$ cat src/rtl/iram_access_ctrl.sv
// Monitor access sequencer for the shared 1R1W instruction RAM: drains the fetch
// pipeline while the CPU runs, performs one read or write, then releases the pipeline.
module iram_access_ctrl #(
  parameter int IADR_W    = 12,
  parameter int DRAIN_CYC = 2
) (
  input  logic              clk,
  input  logic              rst_n,
  input  logic              cpu_run,
  input  logic              mon_req,
  input  logic              mon_we,
  input  logic [IADR_W-1:0] mon_adr,
  input  logic [31:0]       mon_wdata,
  output logic              mon_busy,
  output logic              mon_ack,
  output logic [31:0]       mon_rdata,
  output logic              i_read_sel,
  output logic [IADR_W-1:0] i_ram_radr,
  output logic [IADR_W-1:0] i_ram_wadr,
  output logic [31:0]       i_ram_wdata,
  output logic              i_ram_wen,
  input  logic [31:0]       i_ram_rdata,
  output logic              stall,
  output logic              stall_1shot,
  output logic              stall_dly
);

  localparam logic [2:0] ST_IDLE   = 3'd0;
  localparam logic [2:0] ST_DRAIN  = 3'd1;
  localparam logic [2:0] ST_ACCESS = 3'd2;
  localparam logic [2:0] ST_RDWAIT = 3'd3;
  localparam logic [2:0] ST_DONE   = 3'd4;

  localparam logic [3:0] DRAIN_LOAD = 4'(DRAIN_CYC - 1);

  logic [2:0]        state_reg, state_next;
  logic [3:0]        cnt_reg, cnt_next;
  logic              we_reg;
  logic              run_reg;
  logic [IADR_W-1:0] adr_reg;
  logic [31:0]       wdata_reg;
  logic [31:0]       rdata_reg;
  logic              stall_dly_reg;

  logic accept;
  assign accept = (state_reg == ST_IDLE) && mon_req;

  always_comb begin
    state_next = state_reg;
    cnt_next   = cnt_reg;
    case (state_reg)
      ST_IDLE: begin
        if (mon_req) begin
          if (cpu_run) begin
            state_next = ST_DRAIN;
            cnt_next   = DRAIN_LOAD;
          end else begin
            state_next = ST_ACCESS;
          end
        end
      end
      ST_DRAIN: begin
        if (cnt_reg == 4'd0) state_next = ST_ACCESS;
        else                 cnt_next   = cnt_reg - 4'd1;
      end
      ST_ACCESS: state_next = we_reg ? ST_DONE : ST_RDWAIT;
      ST_RDWAIT: state_next = ST_DONE;
      ST_DONE:   state_next = ST_IDLE;
      default:   state_next = ST_IDLE;
    endcase
  end

  always_ff @(posedge clk or negedge rst_n) begin
    if (!rst_n) begin
      state_reg <= ST_IDLE;
      cnt_reg   <= 4'd0;
    end else begin
      state_reg <= state_next;
      cnt_reg   <= cnt_next;
    end
  end

  // Request and the CPU run state are frozen at acceptance; later changes are ignored.
  always_ff @(posedge clk or negedge rst_n) begin
    if (!rst_n) begin
      we_reg    <= 1'b0;
      run_reg   <= 1'b0;
      adr_reg   <= '0;
      wdata_reg <= 32'd0;
    end else if (accept) begin
      we_reg    <= mon_we;
      run_reg   <= cpu_run;
      adr_reg   <= mon_adr;
      wdata_reg <= mon_wdata;
    end
  end

  always_ff @(posedge clk or negedge rst_n) begin
    if (!rst_n) begin
      rdata_reg <= 32'd0;
    end else if (state_reg == ST_RDWAIT) begin
      rdata_reg <= i_ram_rdata;
    end
  end

  always_ff @(posedge clk or negedge rst_n) begin
    if (!rst_n) stall_dly_reg <= 1'b0;
    else        stall_dly_reg <= stall;
  end

  assign mon_busy    = (state_reg != ST_IDLE);
  assign mon_ack     = (state_reg == ST_DONE);
  assign mon_rdata   = rdata_reg;
  // Read port is handed back during DONE so fetch can re-address before the stall lifts.
  assign i_read_sel  = (state_reg == ST_ACCESS) || (state_reg == ST_RDWAIT);
  assign i_ram_radr  = adr_reg;
  assign i_ram_wadr  = adr_reg;
  assign i_ram_wdata = wdata_reg;
  assign i_ram_wen   = (state_reg == ST_ACCESS) && we_reg;
  assign stall       = run_reg && (state_reg != ST_IDLE);
  assign stall_dly   = stall_dly_reg;
  assign stall_1shot = stall && !stall_dly_reg;

endmodule
$ cat config.mk
export PLATFORM = sky130hd
export DESIGN_NAME = iram_access_ctrl
export DESIGN_NICKNAME = d
export VERILOG_FILES = /design/src/rtl/iram_access_ctrl.sv
export SDC_FILE = /design/constraint.sdc
export NUM_CORES = 1
export LEC_CHECK = 0
export ABC_AREA = 1
export CAP_MARGIN = 30
export CORE_MARGIN = 8
export CORE_UTILIZATION = 37
export CTS_CLUSTER_SIZE = 28
export DETAILED_ROUTE_END_ITERATION = 10
export GPL_ROUTABILITY_DRIVEN = 0
export GPL_TIMING_DRIVEN = 1
export PLACE_DENSITY = 0.81
export SYNTH_ARGS = -nofsm -noshare
export SYNTH_HDL_FRONTEND = slang
export SYNTH_SLANG_ARGS = --single-unit
$ cat constraint.sdc
create_clock -name clk -period 1.11 [get_ports clk]
set_input_delay 0.111 -clock clk [delete_from_list [all_inputs] [get_ports clk]]
set_output_delay 0.111 -clock clk [all_outputs]
set_load 0.02 [all_outputs]
; ---- Word-level counts from Yosys, hierarchy flattened
; Index checks and enable logic that the tools add are counted.
[word_totals]
regBits = 86
in_bits = 81
output_inout_bits = 95
word_cells = 38
[classes]
n_addsub = 1
eq_ne = 8
n_mux = 9
reduce_logical = 12
[ops]
columns = cell, n
row1 = $mux 4, 3
row2 = $pmux 3 s4, 1
row3 = $mux 3, 3
row4 = $ne 2x2->1 const B, 4
row5 = $pmux 4 s2, 1
row6 = $eq 3x2->1 const B, 2
row7 = $logic_and 1x1->1, 4
row8 = $logic_not 4->1, 1
row9 = $reduce_and 4->1, 1
row10 = $sub 4x1->4 const B, 1
row11 = $eq 3x1->1 const B, 1
row12 = $eq 3x3->1 const B, 1
row13 = $logic_not 3->1, 1
row14 = $reduce_bool 3->1, 1
row15 = $mux 2, 1
row16 = $reduce_and 2->1, 1
row17 = $reduce_bool 2->1, 1
row18 = $logic_not 1->1, 1
row19 = $logic_or 1x1->1, 1

; ---- Longest topological paths before layout
; Gate-level depths: netlist (run 1).
[logic_depth]
ltp_word = 3
mapped_depth = 8

; ---- Worst setup path before layout (run 1)
; Ideal clock, no wire load.
[synth_timing]
kind = register -> output
startpoint = register state_reg[0]
endpoint = output port mon_ack
t_arrival_ns = 1.213
setup_slack_ns = -0.214
stages_incl_launch_ff = 4
cell_sequence = dfrtp_1 > buf_2 > clkbuf_1 > nor3_1
[synth_via]
elab_chain_len = 1
[synth_rtl]
columns = item, line
row1 = "start, declared", 36  ; logic [2:0] state_reg, state_next;
row2 = "start signal, assigned", 78  ; state_reg <= state_next;
row3 = $eq 3x3->1, 112  ; assign mon_ack = (state_reg == ST_DONE);
row4 = "end, declared", 15  ; output logic mon_ack,
; Every way passes these cells.

; ---- Worst setup path after layout (run 1)
[layout_timing]
startpoint = register state_reg[2]
endpoint = register adr_reg[2], in the netlist i_ram_radr[2]
[layout_via]
elab_chain_len = 2
[layout_rtl]
columns = item, line
row1 = $logic_not 3->1, 46  ; assign accept = (state_reg == ST_IDLE) && mon_req;
row2 = $logic_and 1x1->1, 46
row3 = "end signal, assigned", 93  ; adr_reg <= mon_adr;
row4 = "end, declared", 40  ; logic [IADR_W-1:0] adr_reg;
; Every way passes these cells.
; A chain may end at the register's enable or synchronous reset.

==> results of run 1 <==
[metrics by stage]
step / instances / hold slack, ns
global route: 756 / 0.151
global placement: 711 / -0.0707
detailed placement: 711 / -0.0713
finish: 756 / 0.148
CTS: 754 / 0.123
floorplan: 412 / -0.185
[power breakdown]
| part | internal [W] | switching (W) |
|---|---|---|
| clock network | 0.000872 | 0.00112 |
| registers | 0.00464 | 0.000968 |
| logic | 0.00518 | 0.00745 |
| total | 0.0107 | 0.00954 |
[cell usage after synthesis]
master / n / area (um^2)
nand2_2: 1 / 6.26
inv_2: 2 / 7.51
buf_2: 9 / 45.0
ha_1: 2 / 25.0
buf_4: 12 / 90.1
buf_6: 4 / 45.0
nor2_4: 3 / 33.8
nor2_1: 4 / 15.0
o21ai_0: 47 / 235
inv_1: 9 / 33.8
clkbuf_1: 10 / 37.5
nand2_4: 1 / 11.3
nand4_1: 2 / 12.5
a21oi_1: 1 / 5.00
nand3_1: 41 / 205
dfrtp_1: 86 / 2150
nor3_1: 2 / 10.0
nand2_1: 174 / 653
xor2_1: 1 / 8.76
inv_4: 1 / 6.26
[timing repair]
action / CTS / global route
hold endpoints to repair: 86 / 0
setup endpoints to repair: 180 / 100
hold buffers: 1 / 0
pin swaps: 32 / 26
setup buffers: 21 / 4
gates resized for setup: 499 / 121
cloned: 10 / 4
[layer usage]
layer / GRT usage / part of all wire
met3: 0.0788 / 0.083
met4: 0.0683 / 0.020
met2: 0.373 / 0.52
met5: 0 / 0
met1: 0.220 / 0.37
[layout make-up]
cell class                      count  area (um^2)
Sequential cell                    86         2150
Fill cell                         745         3100
Multi-Input combinational cell    280         1890
Tap cell                          133          166
Clock inverter                      5         35.0
Inverter                           12         47.5
Clock buffer                       11          141
Timing Repair Buffer              229         2100
[kinds of logic after synthesis]
kind of cell / after synthesis / synth area share
compound gates: 48 / 0.0660
buf+inv: 47 / 0.0729
simple gates: 228 / 0.260
xor+xnor: 1 / 0.00241
fa+ha+maj: 2 / 0.00688
flops: 86 / 0.591
[worst register-to-register path: stages (launching register included)]
cell and delay, ns:
dfrtp_1 0.42, buf_6 0.14, nor2_4 0.10, nand2_4 0.09
buf_6 0.13, nor2_4 0.12, buf_6 0.17, clkbuf_16 0.15
nand2_2 0.04, nand2_1 0.06
[placed cells by master, fill, tap and decap left out, types with 4 or more instances in the layout]
cell	n
buf_12	12
buf_16	4
buf_2	88
buf_4	17
buf_6	23
clkbuf_8	10
clkdlybuf4s50_1	79
clkinvlp_4	4
dfrtp_1	85
inv_1	8
nand2_1	78
nand2_2	74
nand2_4	24
nand3_1	6
nand3_2	27
nand3_4	8
nor2_4	6
o21ai_0	38
o21ai_1	7
[final timing paths]
check | startpoint | endpoint | slack, ns
worst max-delay path | state_reg[2] | i_ram_radr[2] | -0.38
worst min-delay path | rst_n | i_ram_radr[5] | 0.15
worst max register to register | state_reg[2] | i_ram_radr[2] | -0.38
worst min register to register | mon_rdata[18] | mon_rdata[18] | 0.49
max in group asynchronous | rst_n | state_reg[0] | 0.53
min in group clk | mon_wdata[26] | i_ram_wdata[26] | 0.31
==> summary.txt, run 1 <==
Reg clk slew, reported paths: 0.09 ns
Flops & latches, synth: 86
Register-to-Register Path Depth: 9
CTS Sinks: 86
Core area: 9640 um^2
Total chip power: 0.0202 W
CP peak stage delay: 0.42 ns
Mapped Cells: 412
Pre-CTS setup slack: -0.430 ns
Worst setup margin: -0.378 ns
Worst Path Arrival: 1.77 ns
CP Data Required Time: 1.39 ns
Fmax: 672 MHz
Final setup vio count: 90
Minimum clock period: 1.49 ns
Share of cells above drive strength 1: 0.506
Hold Vio Cnt, Final: 0
Static Leak: 3.24 nW
Critical path depth: 9
First-pass iteration count of the detailed router: 4
Initial core utilization: 0.377
Root Driver: clkbuf_8
Crit path max fanout: 5
DP Area: 5600 um^2
Max-cap violations: 0
Post-layout util: 0.678
Crit path launch type: flip-flop
I/O pin count: 176
Post-DP HPWL: 8.71 mm
GRT Residual Overflow: 0
Failing checks: setup timing
Cell Area, Synth: 3640 um^2
Rows: 36
Period utilisation layout: 1.34
TNS Setup: -25.87 ns
Worst Setup Path Type: reg2reg
Global-route wire length before repair: 21.7 mm
Post-route cell area: 6540 um^2
Via density: 5.00
Worst skew pair latency: 0.35 ns
CTS tree: built
Routed wire per std cell: 19.0 um
Post-Syn Nets: 495
Sequential share of the synthesized area: 0.591
Iteration-0 DRC Markers: 191
CP max-delay cell: dfrtp_1
Peak supply drop: 1.83 mV
Status: finished, violations left
Die Y: 115 um
Largest net degree at the start of global routing: 43
Fin nets: 701
PwrDens: 3100 nW/um^2
Unique masters post-synth: 20
Synth-to-layout area growth: 79.6%
Clock buffer depth: 2
CTS buffer count: 9
PortBufs: 175
Die Width: 115 um
Die Area: 13,300 um^2
CP delay by family, top: buffers and inverters
Slew headroom: 0.776
Initial antenna violation count: 0
Final ANT Viol Nets: 0
Hold Path Class: in2async
Cell Chain, Critical Path: buf_6 -> nor2_4 -> nand2_4 -> buf_6 -> nor2_4 -> buf_6 -> clkbuf_16 -> nand2_2 -> nand2_1
Total GRT Usage: 0.208
Worst slew pin tran: 0.336 ns
Mean area per synthesized cell: 8.83 um^2
Total wire length: 14.4 mm
RSZ-0062 raised after global routing: true
H-tree levels: 3
Critical path capture point type: flip-flop
Yosys warns: 0
Final Skew: 0.0164 ns
Worst path most repeated cell: buf_6
# diodes: 0
Drt drc: 0
Max-slew violation count: 0
WP buf/inv: 4
Vias: 3,783
Vias in the first global route: 4,166
Note: power is estimated with default switching activity, not from simulation.
==> run 2, diff against run 1 <==
--- a/config.mk
+++ b/config.mk
@@ -5,7 +5,6 @@
 export SDC_FILE = /design/constraint.sdc
 export NUM_CORES = 1
 export LEC_CHECK = 0
-export ABC_AREA = 1
 export CAP_MARGIN = 30
 export CORE_MARGIN = 8
 export CORE_UTILIZATION = 37
@@ -13,7 +12,7 @@
 export DETAILED_ROUTE_END_ITERATION = 10
 export GPL_ROUTABILITY_DRIVEN = 0
 export GPL_TIMING_DRIVEN = 1
-export PLACE_DENSITY = 0.81
+export PLACE_DENSITY = 0.8
 export SYNTH_ARGS = -nofsm -noshare
 export SYNTH_HDL_FRONTEND = slang
 export SYNTH_SLANG_ARGS = --single-unit
==> run 2 against run 1 <==
The flow still finishes with violations (setup timing). Clock skew fell by 0.0059 ns. Area after synthesis rose by 2.6%. Highest routed layer unchanged. Largest cell class unchanged. Critical endpoint is now i_ram_wdata[0]. Wire length is 22% lower. Total power fell by 4.7%. Critical path type unchanged. Largest power group unchanged. Utilization down 6.6 points.
==> summary.txt, run 2 <==
CTS Sinks: 86
RSZ-0062 raised after global routing: true
I/O pin count: 176
Vias in the first global route: 2,995
Failing checks: setup timing
Post-Syn Nets: 306
Crit path launch type: flip-flop
Post-Synth Adder-Cell Area: 0.00670
Total wire length: 11.2 mm
Max-slew violation count: 0
Initial antenna violation count: 0
Cell Area, Synth: 3730 um^2
Dpl cells: 545
Fin nets: 520
Minimum clock period: 1.69 ns
Total GRT Usage: 0.163
Synth async-reset ratio: 1.00
Most frequent cells in the layout: buf_2, dfrtp_1, clkdlybuf4s50_1
Total chip power: 0.0193 W
Static Leak: 2.94 nW
Combinational power share: 0.595
Period utilisation layout: 1.52
Mapped Cells: 223
Layout Cells excl Fill: 575
GRT Residual Overflow: 0
Routed wire per std cell: 19.4 um
Number of synthesized flops with an enable pin: 0
# diodes: 0
Crit path max fanout: 18
Clock buffer depth: 2
DR WL met3: 829 um
Global-route wire length before repair: 16.7 mm
H-tree levels: 3
Core area: 9770 um^2
Initial core utilization: 0.382
Highest metal used: met4
Worst R2R Setup Slack: -0.58 ns
Switching share of power: 0.386
Commonest non-fill, non-tap cell in the layout: buf_2
Sequential share of the synthesized area: 0.576
Unique masters post-synth: 33
Worst skew pair latency: 0.35 ns
PwrDens: 3220 nW/um^2
Hold WS: 0.180 ns
Share of cells above drive strength 1: 0.579
Flops & latches, synth: 86
Synth Area in Simple Gates: 0.0466
Clk network pwr share: 0.110
Drt drc: 0
XOR/XNOR Fraction of Synth Area: 0
Metal-1 WL: 4.13 mm
Slew headroom: 0.800
Hold Path Class: in2async
Mean area per synthesized cell: 16.7 um^2
Net Switching: 0.00745 W
Largest net degree at the start of global routing: 36
Worst slew pin tran: 0.299 ns
Rows: 36
Prevailing post-synth register cell: dfrtp_1
Worst r2r dst: i_ram_wdata[0]
Synth-to-layout area growth: 60.3%
CTS tree: built
CP Data Required Time: 1.35 ns
Worst r2r src: state_reg[2]
Worst Setup Path Type: reg2reg
Final setup vio count: 91
Post-DP HPWL: 8.14 mm
Register-to-Register Path Depth: 5
Worst setup margin: -0.577 ns
Count leader, synth: dfrtp_1
Iteration-0 DRC Markers: 77
Final Skew: 0.0105 ns
Yosys warns: 0
Final ANT Viol Nets: 0
Worst Path Arrival: 1.92 ns
Fmax: 593 MHz
Die Area: 13,600 um^2
Max-cap violations: 0
Hold Vio Cnt, Final: 0
Die Y: 116 um
Via density: 4.57
Status: finished, violations left
Area leader, netlist: dfrtp_1
Sequential Power Share: 0.295
First-pass iteration count of the detailed router: 3
Largest family of logic cells by synthesized area: multiplexers
Top post-synthesis cells by area: dfrtp_1, mux2_4, mux2_2, buf_4, buf_12
Top cell type's share of synthesized area: 0.576
Die Width: 116 um
PortBufs: 175
Top cells by count, synth: dfrtp_1, mux2_4, mux2_2
Root Driver: clkbuf_8
Vias: 2,625
WL met2: 6.03 mm
Synth Area in Compound Gates: 0.0218
Mux share of post-synthesis cell area: 0.281
Critical path capture point type: flip-flop
Peak supply drop: 1.55 mV
Reg clk slew, reported paths: 0.09 ns
CTS buffer count: 9
P_int: 0.0118 W
==> run 2: changes by cell type after synthesis, sizes merged, moves of 3 or more <==
| cell | previous run | this run |
|---|---|---|
| inv | 12 | 4 |
| and2 | 0 | 3 |
| nor4b | 0 | 3 |
| nor2 | 7 | 3 |
| clkbuf | 10 | 0 |
| nand3 | 41 | 0 |
| nand2 | 176 | 2 |
| mux2 | 0 | 78 |
| o21ai | 47 | 0 |
| buf | 25 | 22 |
==> run 2: final cells by class <==
type,count,area [um^2]
Tap cell,133,166
Clock inverter,4,47.5
Clock buffer,12,135
Timing Repair Buffer,225,1900
Fill cell,805,3790
Multi-Input combinational cell,111,1570
Inverter,4,15.0
Sequential cell,86,2150
==> run 2: kinds of logic (layout without fill, tap and decap cells) <==
group | Yosys count | in the layout
AND/OR/NAND/NOR | 20 | 20
AO/OA/AOI/OAI | 9 | 9
adder cells (fa/ha/maj) | 2 | 2
buffers and inverters | 26 | 245
flip-flops | 86 | 86
multiplexers | 80 | 80
==> run 2: metrics by stage <==
stage / setup slack, ns / TNS (ns) / area, um^2 / util
floorplan: -0.429 / -31.92 / 3740 / -
global placement: -0.572 / -42.32 / 5750 / 0.589
detailed placement: -0.598 / -44.30 / 5750 / 0.589
CTS: -0.570 / -43.06 / 5920 / 0.605
global route: -0.622 / -48.23 / 5980 / 0.612
finish: -0.577 / -44.17 / 5980 / 0.612
==> run 2: how the worst max path moves through the flow <==
stage | start | end | slack, ns | depth (start not counted)
2_1_floorplan | state_reg[1] | i_ram_radr[0] | -0.43 | 5
5_1_grt | state_reg[2] | stall_1shot | -0.62 | 4
4_1_cts | state_reg[2] | stall_1shot | -0.57 | 4
6_report | state_reg[2] | i_ram_wdata[0] | -0.58 | 5
3_3_place_gp | mon_req | i_ram_radr[5] | -0.57 | 5
3_5_place_dp | mon_req | i_ram_wdata[13] | -0.60 | 5
==> run 2: power groups by stage <==
| stage | Clock (W) | Combinational [W] | Sequential, W |
|---|---|---|---|
| global placement | 0 | 0.0112 | 0.00567 |
| CTS | 0.00218 | 0.0113 | 0.00570 |
| finish | 0.00212 | 0.0115 | 0.00570 |
| floorplan | 0 | 0.00464 | 0.00746 |
| detailed placement | 0 | 0.0114 | 0.00575 |
| global route | 0.00232 | 0.0121 | 0.00590 |
==> run 2: metal layers <==
layer | global-route usage | vias to the layer above
met5 | 0 | -
met4 | 0.0683 | 0
met3 | 0.0434 | 17
met2 | 0.300 | 84
met1 | 0.170 | 1327
li1 | - | 1197
==> run 2: worst max-delay path, cell delays in order (launching register included) <==
cell	delay [ns]
dfrtp_2	0.43
buf_4	0.16
nor4b_4	0.30
buf_6	0.18
buf_12	0.18
mux2_4	0.31
==> run 2: what timing repair did <==
action	in CTS	in global routing
hold endpoints to repair	86	0
cloned	3	0
setup buffers	9	4
hold buffers	1	0
setup endpoints to repair	180	95
pin swaps	9	2
gates resized for setup	449	14
==> run 3, diff against run 2 <==
--- a/config.mk
+++ b/config.mk
@@ -12,7 +12,7 @@
 export DETAILED_ROUTE_END_ITERATION = 10
 export GPL_ROUTABILITY_DRIVEN = 0
 export GPL_TIMING_DRIVEN = 1
-export PLACE_DENSITY = 0.8
+export PLACE_DENSITY = 0.85
 export SYNTH_ARGS = -nofsm -noshare
 export SYNTH_HDL_FRONTEND = slang
 export SYNTH_SLANG_ARGS = --single-unit
==> run 3 against run 2 <==
Largest cell class unchanged. Fmax up 1.6%. The run still ends with setup timing left. Critical path depth unchanged. Clock power about the same. Die area unchanged. Combinational power about the same.
==> summary.txt, run 3 (synthesis gave the netlist of run 2 again) <==
Switching share of power: 0.389
Sequential Power Share: 0.299
Vias: 2,615
Die Width: 116 um
CTS tree: built
Worst slew pin tran: 0.497 ns
Net Switching: 0.00741 W
Share of cells above drive strength 1: 0.569
Via density: 4.61
Max-cap violations: 0
Drt drc: 0
Max-slew violation count: 0
Failing checks: setup timing
Crit path launch type: flip-flop
Post-layout util: 0.602
Commonest non-fill, non-tap cell in the layout: buf_2
CTS Sinks: 86
Critical path capture point type: flip-flop
# diodes: 0
Post-route cell area: 5880 um^2
Fin nets: 512
Minimum clock period: 1.66 ns
CTS buffer count: 9
Crit path max fanout: 8
Pre-CTS setup slack: -0.594 ns
Initial antenna violation count: 0
Routed wire per std cell: 20.5 um
Hold Path Class: in2async
Vias in the first global route: 2,824
Root Driver: clkbuf_8
Worst r2r dst: i_ram_wdata[7]
Static Leak: 2.88 nW
Area taken by flip-flops and latches: 2150 um^2
Synth-to-layout area growth: 57.6%
Total GRT Usage: 0.158
H-tree levels: 3
Peak supply drop: 1.41 mV
Initial core utilization: 0.382
Final ANT Viol Nets: 0
Die Y: 116 um
Global-route wire length before repair: 16.2 mm
Most frequent cells in the layout: buf_2, dfrtp_1, clkdlybuf4s50_1
Period utilisation layout: 1.50
Largest net degree at the start of global routing: 87
Multi-input gate area: 1540 um^2
TNS Setup: -43.31 ns
PortBufs: 175
Final setup vio count: 90
Clk network pwr share: 0.112
Worst setup margin: -0.550 ns
Core area: 9770 um^2
Die Area: 13,600 um^2
Clock buffer depth: 2
Register-to-Register Path Depth: 5
# fillers: 822
Iteration-0 DRC Markers: 94
Worst skew pair latency: 0.36 ns
RSZ-0062 raised after global routing: true
Slew headroom: 0.669
Total wire length: 11.6 mm
Fmax: 602 MHz
I/O pin count: 176
P_int: 0.0117 W
Rows: 36
Post-DP HPWL: 7.78 mm
Hold Vio Cnt, Final: 0
DP Area: 5660 um^2
Worst Path Arrival: 1.90 ns
Final Skew: 0.0120 ns
Worst Setup Path Type: reg2reg
Combinational power share: 0.590
First-pass iteration count of the detailed router: 4
GRT Residual Overflow: 0
Worst R2R Setup Slack: -0.55 ns
Worst r2r src: state_reg[0]
CP Data Required Time: 1.35 ns
Reg clk slew, reported paths: 0.09 ns
PwrDens: 3240 nW/um^2
Status: finished, violations left
==> run 3: power groups by stage <==
stage | Combinational (W) | Sequential [W] | Clock (W)
floorplan | 0.00464 | 0.00746 | 0
global placement | 0.0110 | 0.00562 | 0
detailed placement | 0.0112 | 0.00573 | 0
CTS | 0.0101 | 0.00562 | 0.00220
global route | 0.0119 | 0.00590 | 0.00234
finish | 0.0112 | 0.00569 | 0.00213
==> run 3: per-layer routing <==
| layer | up-vias | track usage | part of all wire |
|---|---|---|---|
| li1 | 1178 | - | - |
| met1 | 1341 | 0.171 | 0.39 |
| met2 | 83 | 0.283 | 0.54 |
| met3 | 13 | 0.0408 | 0.062 |
| met4 | 0 | 0.0691 | 0.015 |
| met5 | - | 0 | 0 |
==> run 3: worst max-delay path by stage <==
stage | to | slack [ns] | cells after the start | start
finish | i_ram_wdata[7] | -0.55 | 5 | state_reg[0]
floorplan | i_ram_radr[0] | -0.43 | 5 | state_reg[1]
CTS | stall_1shot | -0.58 | 4 | state_reg[0]
global route | i_ram_radr[5] | -0.61 | 5 | state_reg[0]
detailed placement | i_ram_radr[8] | -0.59 | 5 | mon_req
global placement | stall_1shot | -0.56 | 4 | state_reg[0]
==> run 3: repair_timing <==
item / CTS / global route
hold buffers: 1 / 0
setup endpoints to repair: 179 / 90
buffers inserted: 4 / 7
gates cloned: 2 / 4
resized for setup: 401 / 48
pin swaps: 3 / 5
endpoints found under the hold margin: 86 / 0
==> run 3: critical path: stages (launching register included) <==
cell and delay (ns):
dfrtp_1 0.40, buf_6 0.14, nor4b_4 0.28, buf_6 0.24, clkbuf_16 0.19, mux2_4 0.30
==> run 3: cell type report <==
class,instances,area share
tap,133,0.0283
timing repair buffer,217,0.311
clock buffer,12,0.0230
clock inverter,4,0.00808
multi-input combinational,111,0.261
inverter,4,0.00255
sequential,86,0.366
==> run 3: through the flow <==
step | hold slack (ns) | std cells | total power [W]
floorplan | -0.185 | 223 | 0.0121
global placement | 0.185 | 533 | 0.0166
detailed placement | 0.188 | 533 | 0.0169
CTS | 0.331 | 556 | 0.0179
global route | 0.323 | 567 | 0.0201
finish | 0.291 | 567 | 0.0191
